File: config.mk
export PLATFORM = sky130hd
export DESIGN_NAME = wb_queue_ctrl
export DESIGN_NICKNAME = d
export VERILOG_FILES = /design/src/rtl/wbq_pkg.sv /design/src/rtl/wbq_match.sv /design/src/rtl/wb_queue_ctrl.sv
export SDC_FILE = /design/constraint.sdc
export NUM_CORES = 1
export LEC_CHECK = 0
export BUFFER_PORTS_ARGS = -buffer_cell sky130_fd_sc_hd__buf_4
export CAP_MARGIN = 10
export CORE_ASPECT_RATIO = 1.4
export CORE_MARGIN = 1.5
export CORE_UTILIZATION = 50
export DETAILED_ROUTE_END_ITERATION = 10
export PLACE_DENSITY_LB_ADDON = 0.08
export SKIP_LAST_GASP = 1
export SYNTH_ARGS = -nofsm -noshare
export SYNTH_HDL_FRONTEND = slang
export SYNTH_SLANG_ARGS = --single-unit
File: constraint.sdc
create_clock -name clk -period 4.98 [get_ports clk]
set_clock_uncertainty 0.05 [all_clocks]
set_input_delay 0.996 -clock clk [delete_from_list [all_inputs] [get_ports clk]]
set_output_delay 0.996 -clock clk [all_outputs]
set_load 0.1 [all_outputs]
File: src/rtl/wbq_pkg.sv
// Shared types for the writeback queue.
// XLEN   : register data width.
// REG_AW : register address width.
// wbq_entry_t : one queue slot {valid, rd, data}.
package wbq_pkg;

  localparam int XLEN   = 32;
  localparam int REG_AW = 5;

  typedef struct packed {
    logic              valid;
    logic [REG_AW-1:0] rd;
    logic [XLEN-1:0]   data;
  } wbq_entry_t;

endpackage

File: src/rtl/wbq_match.sv
// Pending-write lookup over the writeback queue entries.
// Finds whether any valid entry targets addr. It also returns the data of
// the youngest matching entry, which is the one closest to tail.
// Optional feature macro: WBQ_FORWARD_EN. When it is undefined, data is
// tied to 0 and no data mux is built.
// Ports:
//   entries : queue storage (valid, rd, data per slot)
//   tail    : write pointer; the slot at tail-1 is the youngest
//   addr    : queried register address (x0 never matches)
//   busy    : some valid entry targets addr
//   data    : youngest matching data, 0 on a miss
import wbq_pkg::*;

module wbq_match #(
  parameter int DEPTH = 4,
  localparam int PW   = $clog2(DEPTH)
) (
  input  wbq_entry_t        entries [DEPTH],
  input  logic [PW-1:0]     tail,
  input  logic [REG_AW-1:0] addr,
  output logic              busy,
  output logic [XLEN-1:0]   data
);

  logic [PW-1:0] idx;

  // Walk from oldest (tail-DEPTH) to youngest (tail-1). A later hit
  // overrides an earlier one, so the youngest match wins. Invalid slots
  // never hit, so the walk is correct for any occupancy.
  always_comb begin
    busy = 1'b0;
    data = '0;
    idx  = '0;
    for (int k = DEPTH; k >= 1; k--) begin
      idx = tail - PW'(k);
      if (entries[idx].valid && (entries[idx].rd == addr) && (addr != '0)) begin
        busy = 1'b1;
`ifdef WBQ_FORWARD_EN
        data = entries[idx].data;
`endif
      end
    end
  end

`ifndef WBQ_FORWARD_EN
  // Data fields feed nothing here without forwarding.
  logic unused_data;
  always_comb begin
    unused_data = 1'b0;
    for (int k = 0; k < DEPTH; k++) unused_data = unused_data ^ (^entries[k].data);
  end
`endif

endmodule

File: src/rtl/wb_queue_ctrl.sv
// Writeback queue between the execute/memory stages and the register file.
// It buffers (rd, data) results and drains one per granted cycle into the
// register-file write port. It also offers two pending-write lookups so
// that decode can stall or forward.
// Optional feature macro: WBQ_FORWARD_EN, which enables q_data1/q_data2
// forwarding. When it is undefined, both are tied to 0.
// Ports:
//   clk, reset           : clock, async active-high reset
//   flush                : drop all queued entries at the next edge
//   in_valid/in_ready    : producer handshake; in_rd, in_data is the payload
//   rf_grant             : register-file write port available
//   rf_we/rf_waddr/rf_wdata : register-file write port
//   q_addr1/2, q_busy1/2, q_data1/2 : pending-write lookups
//   count, full, empty   : occupancy
import wbq_pkg::*;

module wb_queue_ctrl #(
  parameter int DEPTH = 4,
  parameter int CNT_W = $clog2(DEPTH) + 1
) (
  input  logic              clk,
  input  logic              reset,
  input  logic              flush,
  input  logic              in_valid,
  output logic              in_ready,
  input  logic [REG_AW-1:0] in_rd,
  input  logic [XLEN-1:0]   in_data,
  input  logic              rf_grant,
  output logic              rf_we,
  output logic [REG_AW-1:0] rf_waddr,
  output logic [XLEN-1:0]   rf_wdata,
  input  logic [REG_AW-1:0] q_addr1,
  input  logic [REG_AW-1:0] q_addr2,
  output logic              q_busy1,
  output logic              q_busy2,
  output logic [XLEN-1:0]   q_data1,
  output logic [XLEN-1:0]   q_data2,
  output logic [CNT_W-1:0]  count,
  output logic              full,
  output logic              empty
);

  localparam int PW = $clog2(DEPTH);

  wbq_entry_t    entries [DEPTH];
  logic [PW-1:0] head;
  logic [PW-1:0] tail;
  logic          push_store;

  assign full     = (count == CNT_W'(DEPTH));
  assign empty    = (count == '0);
  assign in_ready = !full;
  assign rf_we    = !empty && rf_grant && !flush;

  // An accepted x0 result completes the handshake but is not stored.
  assign push_store = in_valid && in_ready && !flush && (in_rd != '0);

  assign rf_waddr = empty ? '0 : entries[head].rd;
  assign rf_wdata = empty ? '0 : entries[head].data;

  always_ff @(posedge clk or posedge reset) begin
    if (reset) begin
      for (int i = 0; i < DEPTH; i++) entries[i] <= '0;
      head  <= '0;
      tail  <= '0;
      count <= '0;
    end else if (flush) begin
      for (int i = 0; i < DEPTH; i++) entries[i] <= '0;
      head  <= '0;
      tail  <= '0;
      count <= '0;
    end else begin
      // A pop and a push never touch the same slot. A pop needs a
      // non-empty queue and a push needs a non-full one.
      if (rf_we) begin
        entries[head].valid <= 1'b0;
        head                <= head + PW'(1);
      end
      if (push_store) begin
        entries[tail] <= '{valid: 1'b1, rd: in_rd, data: in_data};
        tail          <= tail + PW'(1);
      end
      case ({push_store, rf_we})
        2'b10:   count <= count + CNT_W'(1);
        2'b01:   count <= count - CNT_W'(1);
        default: count <= count;
      endcase
    end
  end

  wbq_match #(.DEPTH(DEPTH)) u_match1 (
    .entries (entries),
    .tail    (tail),
    .addr    (q_addr1),
    .busy    (q_busy1),
    .data    (q_data1)
  );

  wbq_match #(.DEPTH(DEPTH)) u_match2 (
    .entries (entries),
    .tail    (tail),
    .addr    (q_addr2),
    .busy    (q_busy2),
    .data    (q_data2)
  );

endmodule
==> qor.yml <==
ctsResizeCount: 0
clk_path_buf_depth: 2
reg2reg_depth: 8
grt_pass1_vias: 7169
min_path_type: "reg2reg"
clockPowerShare: 0.290
critPathMostFrequentCell: "buf_4"
clock.fmax_mhz: 226
power.leakage_nw: 4.88
clock_sinks: 159
gp_congestion: 0.911
powerDensity_nw_per_um2: 423
min_from: "entries[15]$_DFFE_PP0P_"
fin_ws_ns: 0.559
timing.final.crit_share: 0.888
rsz0062_at_grt: "no"
post_cts_buffers: 0
cp_num_buf_inv: 3
drc_errors: 0
grt_antenna_before_repair: 0
critPathLaunch: "tail[1]$_DFFE_PP0P_"
most-common-layout-cells: "274 x nand2_1, 157 x dfrtp_1, 115 x buf_4"
h-tree-depth: 4
ys_seq_elements: 159
status: "finished, final reports clean"
path_class: "reg2out"
ys_warn_count: 0
synth_ff_type: "dfrtp_1"
initial_core_util: 0.512
max_stage_delay_ns: 0.60
regToRegEndpoint: "count[2]$_DFFE_PP0P_"
portBuffers: 97
period_minus_slack_ns: 4.42
num_vias: 7093
pre_cts_slack_ns: 0.986
final_cells: 1300
via_per_inst: 5.46
root_buffer: "clkbuf_16"
seq_power_share: 0.338
overflow: 0
antennaDiodeCount: 0
yosysUniqueCellTypes: 41
wl_um: 23800
syn_area_per_cell_um2: 9.68
dp.cells: 1268
cp_cell_sequence: "buf_4 -> inv_1 -> ha_1 -> mux4_2 -> xor2_1 -> nor4_1 -> and3_1 -> a31oi_1 -> a21oi_2 -> buf_4"
crit_path_max_fanout: 15
grt_pass1_wl_um: 38900
fp.dieH_um: 166
ant_nets: 0
ir_drop_v: 0.000235
crit_slowest_cell: "mux4_2"
drive_above_1_share: 0.203
hold_path_depth: 2
grt_start_max_net_pins: 160
final_nets: 1104
ios: 162
hold_violations: 0
yosysSeqAreaShare: 0.417
fin_setup_tns_ns: 0
crit_arrival_ns: 3.37
power_switching_mw: 1.92
clk_latency_ns: 0.42
p_total_mw: 4.56
drv_slew: 0
setup_viol: 0
core-area_um2: 18600
dr.pass1.iters: 5
async_flop_share: 1.00
synth_enable_flop_cells: 0
dieWidth_um: 120
dpl.hpwl_um: 14800
rr_startpoint: "count[0]$_DFFE_PP0P_"
netlist_instances: 985
p_sw_frac: 0.420
drt_iter0_drc: 486
p_int_mw: 2.65
power_frac_comb: 0.371
wl_per_cell_um: 18.3
max_cap_violations: 0
crit_required_ns: 3.93
ff2ff_setup_slack_ns: 2.48
dieArea_um2: 19900
start_kind: "register"
worstMarginPinSlew_ns: 1.04
cts.clk_slew.worst_paths_ns: 0.06
cts_hold_buf: 0
path_delay_family: "buffers and inverters"
slew_headroom: 0.305
areaGrowthSynthToFinish_pct: 13.1
layout_commonest_cell: "nand2_1"
min_to: "entries[15]$_DFFE_PP0P_"
std_cell_rows: 59
final_util: 0.580
syn_area_um2: 9530
groute.usage.overall: 0.249
cts_buffers: 17
cts_tree: "built"
end_kind: "output port"
[kinds of logic (layout without fill, tap and decap cells)]
| kind of cell | after synthesis | in the layout | synth area share |
|---|---|---|---|
| compound gates | 119 | 119 | 0.0655 |
| xor+xnor | 45 | 45 | 0.0421 |
| fa+ha+maj | 9 | 9 | 0.0126 |
| buf+inv | 149 | 157 | 0.0914 |
| flops | 159 | 159 | 0.417 |
| mux | 73 | 73 | 0.154 |
| other cells | 1 | 64 | 0.000393 |
| simple gates | 430 | 430 | 0.216 |
[cells in the mapped netlist (all sizes together), types with 8 or more instances]
cell,count,area share
mux2i,15,0.016
dfrtp,159,0.42
a21oi,73,0.038
nand2b,37,0.024
ha,8,0.011
nand3b,45,0.035
o21ai,36,0.019
clkbuf,34,0.013
nand2,274,0.11
xnor2,17,0.016
mux4,57,0.14
xor2,28,0.026
nor2,11,0.0046
buf,109,0.076
nor2b,38,0.025
[through the flow]
step,hold WS (ns),area (um2)
6_report,0.461,10800
4_1_cts,0.462,10800
3_5_place_dp,0.443,10200
3_3_place_gp,0.435,10200
5_1_grt,0.482,10800
2_1_floorplan,0.420,9770
[worst max path at each step]
stage,end,slack [ns],cells past startpoint
global placement,q_busy1,1.01,10
CTS,q_busy1,0.52,10
floorplan,q_busy1,0.41,13
global route,q_busy1,0.34,10
detailed placement,q_busy1,0.99,10
finish,q_busy1,0.56,10
[state kept, by name (all words and copies together), names as in the netlist]
name     count
count        3
entries    152
head         2
tail         2
[worst register-to-register path: stages (launching register included)]
cell	delay, ns
dfrtp_1	0.46
nor3_2	0.28
buf_4	0.30
nand2b_1	0.29
nor3_1	0.10
fa_1	0.44
nor3_1	0.21
nor3_1	0.07
a211oi_1	0.22
[cell type report]
type	instances	area (um2)
inverters	6	26.3
fillers	1682	7820
flip-flops and latches	159	3980
repair buffers	119	943
clock buffers	18	439
clock inverters	14	159
well taps	244	305
multi-input cells	740	4930
[layer usage]
layer | share of wire | vias up | global-route usage
li1 | - | 3296 | -
met1 | 0.42 | 3578 | 0.326
met4 | 0.027 | 0 | 0.0901
met3 | 0.031 | 42 | 0.0367
met5 | 0 | - | 0
met2 | 0.52 | 177 | 0.422
[power groups by stage]
stage,clock network [mW],logic (mW),registers (mW)
global placement,0,1.70,1.57
global route,1.41,1.78,1.57
finish,1.32,1.70,1.54
floorplan,0,1.38,1.53
detailed placement,0,1.70,1.57
CTS,1.35,1.71,1.55
Power figures use the tool's default switching activity.
